--- config.mk ---
export PLATFORM = sky130hd
export DESIGN_NAME = reg_file_sb
export DESIGN_NICKNAME = d
export VERILOG_FILES = /design/src/rtl/rv_pkg.sv /design/src/rtl/rf_scoreboard.sv /design/src/rtl/reg_file_sb.sv
export SDC_FILE = /design/constraint.sdc
export NUM_CORES = 2
export LEC_CHECK = 0
export CORE_AREA = 2 2 457 459
export CTS_CLUSTER_SIZE = 30
export DETAILED_ROUTE_END_ITERATION = 16
export DIE_AREA = 0 0 459 461
export MAX_ROUTING_LAYER = met4
export SYNTH_ARGS = -nofsm -noshare
export SYNTH_HDL_FRONTEND = slang
export SYNTH_SLANG_ARGS = --single-unit
--- constraint.sdc ---
create_clock -name clk -period 3.9 [get_ports clk]
set_input_delay 0.975 -clock clk [delete_from_list [all_inputs] [get_ports clk]]
set_output_delay 0.975 -clock clk [all_outputs]
set_load 0.05 [all_outputs]
--- src/rtl/rv_pkg.sv ---
// Shared constants for the RV32IM pipeline.
package rv_pkg;

  localparam int unsigned XLEN     = 32;
  localparam int unsigned NREGS    = 32;
  localparam int unsigned REG_ZERO = 0;

endpackage

--- src/rtl/rf_scoreboard.sv ---
// Per-register busy scoreboard: claim/release tracking, sticky protocol error, busy summary.
module rf_scoreboard
  import rv_pkg::*;
#(
  parameter int unsigned NREGS = rv_pkg::NREGS,
  parameter int unsigned AW    = $clog2(NREGS)
) (
  input  logic             clk,
  input  logic             rst_n,
  input  logic             claim_en,
  input  logic [AW-1:0]    claim_addr,
  input  logic             lw_en,
  input  logic [AW-1:0]    lw_addr,
  input  logic             wb_en,
  input  logic [AW-1:0]    wb_addr,
  output logic [NREGS-1:0] busy,
  output logic             busy_any,
  output logic             err
);

  logic [NREGS-1:0] busy_q, busy_d;
  logic             err_q, err_d;
  logic             claim_v, lw_v, wb_v;

  assign claim_v = claim_en && (claim_addr != AW'(REG_ZERO));
  assign lw_v    = lw_en && (lw_addr != AW'(REG_ZERO));
  assign wb_v    = wb_en && (wb_addr != AW'(REG_ZERO));

  always_comb begin
    busy_d = busy_q;
    if (lw_v) busy_d[lw_addr] = 1'b0;
    // Claim applied last so back-to-back ops to one destination stay busy.
    if (claim_v) busy_d[claim_addr] = 1'b1;
    busy_d[REG_ZERO] = 1'b0;
  end

  always_comb begin
    err_d = err_q;
    if (claim_v && busy_q[claim_addr] && !(lw_v && (lw_addr == claim_addr))) err_d = 1'b1;
    if (lw_v && !busy_q[lw_addr]) err_d = 1'b1;
    if (wb_v && busy_q[wb_addr]) err_d = 1'b1;
  end

  always_ff @(posedge clk or negedge rst_n) begin
    if (!rst_n) begin
      busy_q <= '0;
      err_q  <= 1'b0;
    end else begin
      busy_q <= busy_d;
      err_q  <= err_d;
    end
  end

  assign busy     = busy_q;
  assign busy_any = |busy_q;
  assign err      = err_q;

endmodule

--- src/rtl/reg_file_sb.sv ---
// Multi-read-port register file with pipeline and long-latency write ports, write-to-read
// bypass and a busy scoreboard.
module reg_file_sb
  import rv_pkg::*;
#(
  parameter int unsigned XLEN  = rv_pkg::XLEN,
  parameter int unsigned NREGS = rv_pkg::NREGS,
  parameter int unsigned NRD   = 2,
  localparam int unsigned AW   = $clog2(NREGS)
) (
  input  logic                  clk,
  input  logic                  rst_n,
  input  logic [NRD*AW-1:0]     rd_addr,
  output logic [NRD*XLEN-1:0]   rd_data,
  output logic [NRD-1:0]        rd_busy,
  input  logic                  wb_en,
  input  logic [AW-1:0]         wb_addr,
  input  logic [XLEN-1:0]       wb_data,
  input  logic                  lw_en,
  input  logic [AW-1:0]         lw_addr,
  input  logic [XLEN-1:0]       lw_data,
  input  logic                  claim_en,
  input  logic [AW-1:0]         claim_addr,
  output logic                  busy_any,
  output logic                  err,
  output logic [NREGS*XLEN-1:0] regs_flat
);

  logic [XLEN-1:0]  regs_q [NREGS];
  logic [NREGS-1:0] busy;

  rf_scoreboard #(
    .NREGS(NREGS),
    .AW   (AW)
  ) u_scoreboard (
    .clk       (clk),
    .rst_n     (rst_n),
    .claim_en  (claim_en),
    .claim_addr(claim_addr),
    .lw_en     (lw_en),
    .lw_addr   (lw_addr),
    .wb_en     (wb_en),
    .wb_addr   (wb_addr),
    .busy      (busy),
    .busy_any  (busy_any),
    .err       (err)
  );

  // Port 1 is written last so it wins a same-address collision.
  always_ff @(posedge clk or negedge rst_n) begin
    if (!rst_n) begin
      for (int i = 0; i < NREGS; i++) regs_q[i] <= '0;
    end else begin
      if (wb_en && (wb_addr != AW'(REG_ZERO))) regs_q[wb_addr] <= wb_data;
      if (lw_en && (lw_addr != AW'(REG_ZERO))) regs_q[lw_addr] <= lw_data;
    end
  end

  for (genvar k = 0; k < NRD; k++) begin : g_rd
    logic [AW-1:0] addr;
    logic          is_zero, lw_hit, wb_hit;

    assign addr    = rd_addr[k*AW +: AW];
    assign is_zero = (addr == AW'(REG_ZERO));
    assign lw_hit  = lw_en && (lw_addr == addr);
    assign wb_hit  = wb_en && (wb_addr == addr);

    assign rd_data[k*XLEN +: XLEN] = is_zero ? '0      :
                                     lw_hit  ? lw_data :
                                     wb_hit  ? wb_data : regs_q[addr];
    // A result arriving this cycle is forwarded, so the operand is already usable.
    assign rd_busy[k] = !is_zero && busy[addr] && !lw_hit;
  end

  for (genvar i = 0; i < NREGS; i++) begin : g_flat
    assign regs_flat[i*XLEN +: XLEN] = regs_q[i];
  end

endmodule

==> impl_summary.txt <==
----------------------------------------------------
[Setup path]
  Kind of end point of the critical path ... output port
  Stage delay of the slowest cell on the critical path ... 0.43 ns
  Cells traversed along the worst timing path ... buf_16 > buf_8 > buf_12 > mux2i_1 > a221oi_2 > buf_4 > nor3_1 > a211oi_4 > buf_4 > a211oi_2 > nor3_4 > buf_12
  Critical Path AT ... 3.45 ns
  Crit path launch type ... primary input
  CP max FO ... 13
  Critical Path RT ... 2.92 ns
  Max stage delay cell, worst path ... a211oi_4
  Worst Setup Path Type ... in -> out

[GRT]
  Global Route met3 Usage ... 14.8%
  GRT Util Overall ... 42.8%
  First-pass GRT wire length ... 602000 microns
  Grt met2 use ... 57.2%
  Gr ovfl total ... 0
  Maximum number of pins on one net before global-route repair ... 111
  Initial antenna violation count ... 20
  Grt peak-use layer ... met2
  Fraction of met1 tracks used by global routing ... 56.0%
  Via count of the first global-routing pass ... 64.4k

[Pwr]
  Cell area power density ... 643 mW/mm^2
  Peak supply drop ... 0.000544 V
  Cell leakage power ... 0.0416 uW

[Timing]
  Number of failing hold endpoints at the final stage ... 0
  Period minus WS final ... 4.42 ns
  Maximum achievable frequency ... 0.226 GHz
  Final max-slew violation count ... 0
  Final clock period utilization by the worst path ... 113%
  Clock skew after layout ... 0.00825 ns
  Max transition margin ... 30.2%
  Setup repair after global routing missed its margin ... yes
  Worst-margin pin slew ... 1.05 ns
  Finish-stage setup viols ... 66
  Setup ws final ... -0.523 ns

[Detailed routing]
  DRC marker count from the first detailed-route iteration ... 10.3k
  DRT antenna net count ... 0
  Number of detailed-routing iterations run before antenna repair ... 7
  Vias after detailed routing ... 69.9k
  Per-cell via count in the routed design ... 6.34
  Final routed DRC violation total ... 0
  Avg WL per Cell ... 41.1 microns
  Routed wire length ... 454000 microns

[Synth]
  Synthesis warning total ... 0
  Most frequent cell after synthesis ... mux2i_1
  Top cell type's share of synthesized area ... 38.9%
  Synthesis-stage register bit count ... 1056
  Synth Area per Inst ... 10.1 sq um
  Most used flip-flop cell after synthesis ... dfrtp_1
  Synth unique cells ... 66
  Fraction of the yosys area taken by sequential cells ... 38.9%
  FFs w/ async S/R, synth ... 100%
  Synthesized cell area ... 0.0679 sq mm
  Cell types occupying the most area after synthesis ... dfrtp_1 39%, mux2i_1 17%, mux4_2 15%
  Most common library cells after synthesis ... 1172 x mux2i_1, 1056 x dfrtp_1, 797 x a21oi_1
  Net Count, Synth ... 6813
  Cell taking the most area after synthesis ... dfrtp_1
  Gate Count Post-Synth ... 6719
  Post-synth EDFFs ... 0

[Cells and area]
  Fraction of layout cells with a size suffix above 1 ... 26.6%
  Number of nets in the finished design ... 8301
  Synth-to-Final Area Change ... 45.6%
  Final instance count without filler cells ... 11.0k
  Post-route cell area ... 0.0989 sq mm
  Post-Route Utilization ... 47.9%

[Run]
  Max capacitance violation total ... 0

[Placement]
  Area of placed instances ... 0.0891 sq mm
  Placed Cells ... 10.6k
  Placer Congestion ... 1.06
  Half-perimeter wire length after placement ... 340000 microns
  Number of I/O port buffers ... 1185

[Hold path]
  Worst hold path type ... in -> async

[Run status]
  Outcome ... finished with violations
  Failing checks ... negative setup slack

[Floorplanning]
  Total die area ... 0.212 sq mm
  Die outline width ... 459 microns
  Number of placement rows ... 167
  Boundary pin count ... 1186
  Core Region ... 0.206 sq mm
  Initial Util ... 32.9%
  Height of the die ... 461 microns

[CTS]
  Buffer type at the clock tree root ... clkbuf_16
  Number of clock buffers inserted by TritonCTS ... 133
  H-tree levels ... 4
  CTS tree ... built
  Number of buffers on the longest clock path ... 3
  Clock-pin transition on the worst setup and hold timing paths ... 0.06 ns
  CTS sink count ... 1056
  Source-to-sink clock delay at the later pin of the worst-skew pair ... 0.82 ns

----------------------------------------------------
-- report_power, final --
| group | switching, uW | internal [uW] |
|---|---|---|
| registers | 5440 | 13800 |
| clock network | 5450 | 7450 |
| logic | 20200 | 11400 |
| total | 31000 | 32600 |
-- stage by stage --
| stage | TNS [ns] | setup slack, ns | total power [uW] | hold WS (ns) |
|---|---|---|---|---|
| 2_1_floorplan | -5.68 | -0.344 | 33800 | 0.521 |
| 3_3_place_gp | -42.35 | -1.14 | 48500 | 0.432 |
| 3_5_place_dp | -41.27 | -1.09 | 48800 | 0.432 |
| 4_1_cts | -17.59 | -0.418 | 62500 | 0.146 |
| 5_1_grt | -22.39 | -0.503 | 64800 | 0.144 |
| 6_report | -21.46 | -0.523 | 63600 | 0.122 |
-- path summary, 6_finish.rpt --
path	startpoint	endpoint	slack (ns)	cells past startpoint
setup / recovery	rd_addr[0]	rd_data[3]	-0.52	12
hold / removal	rst_n	regs_flat[894]$_DFF_PN0_	0.12	1
setup reg to reg	u_scoreboard.busy[8]$_DFF_PN0_	u_scoreboard.err$_DFFE_PN0P_	1.73	4
hold reg to reg	regs_flat[11]$_DFF_PN0_	regs_flat[11]$_DFF_PN0_	0.45	0
max in group asynchronous	rst_n	regs_flat[840]$_DFF_PN0_	2.43	2
min in group clk	regs_flat[11]$_DFF_PN0_	regs_flat[11]$_DFF_PN0_	0.45	0
-- cell families after synthesis --
family | count (synthesis) | share of synthesized area, %
compound gates | 1650 | 13.6
mux | 1639 | 32.6
simple gates | 1501 | 8.91
flops | 1056 | 38.9
buf+inv | 848 | 5.59
xor+xnor | 25 | 0.322
-- sequential cells by signal, indices dropped and copies added (netlist names) --
| name | cells |
|---|---|
| regs_flat | 1024 |
| u_scoreboard.busy | 31 |
| u_scoreboard.err | 1 |
-- final cells by class --
cell class	instances	area, sq um
antenna	24	60.1
timing repair buffer	2185	23600
clock buffer	194	4000
clock inverter	38	405
multi-input combinational	4815	40900
sequential	1056	26400
tap	2704	3380
inverter	16	63.8
fill	18662	108000
-- routing by layer --
layer  routed length [microns]  share of wire [%]  vias to the layer above
met1                    177000                 39                    35700
li1                          -                  -                    27582
met4                     32600                7.2                        0
met3                     61900                 14                      993
met2                    182000                 40                     5644
met5                         0                  0                        -
-- cell usage in the layout (no fill, tap or decap), drive strengths merged, types with 47 or more instances in the layout --
cell type and n:
clkdlybuf4s50 1074, nor2 744, nor3 47, mux2i 1172
a21oi 797, nand2 575, dfrtp 1056, a22oi 77
mux4 460, clkbuf 198, o21ai 505, buf 1094
o22ai 64
-- critical path, delay by kind of cell --
family                 cells  cell delay [ns]
and+or+nand+nor            2             0.42
buffers and inverters      6             1.09
AOI/OAI and AO/OA          3             0.81
muxes                      1             0.13
-- timing repair --
item | 4_1_cts | 5_1_grt
hold buffers | 0 | 0
setup buffers | 118 | 97
gates cloned | 17 | 2
pin swaps | 113 | 140
gates resized for setup | 498 | 240
setup endpoints to repair | 67 | 66
Power figures use the tool's default switching activity.
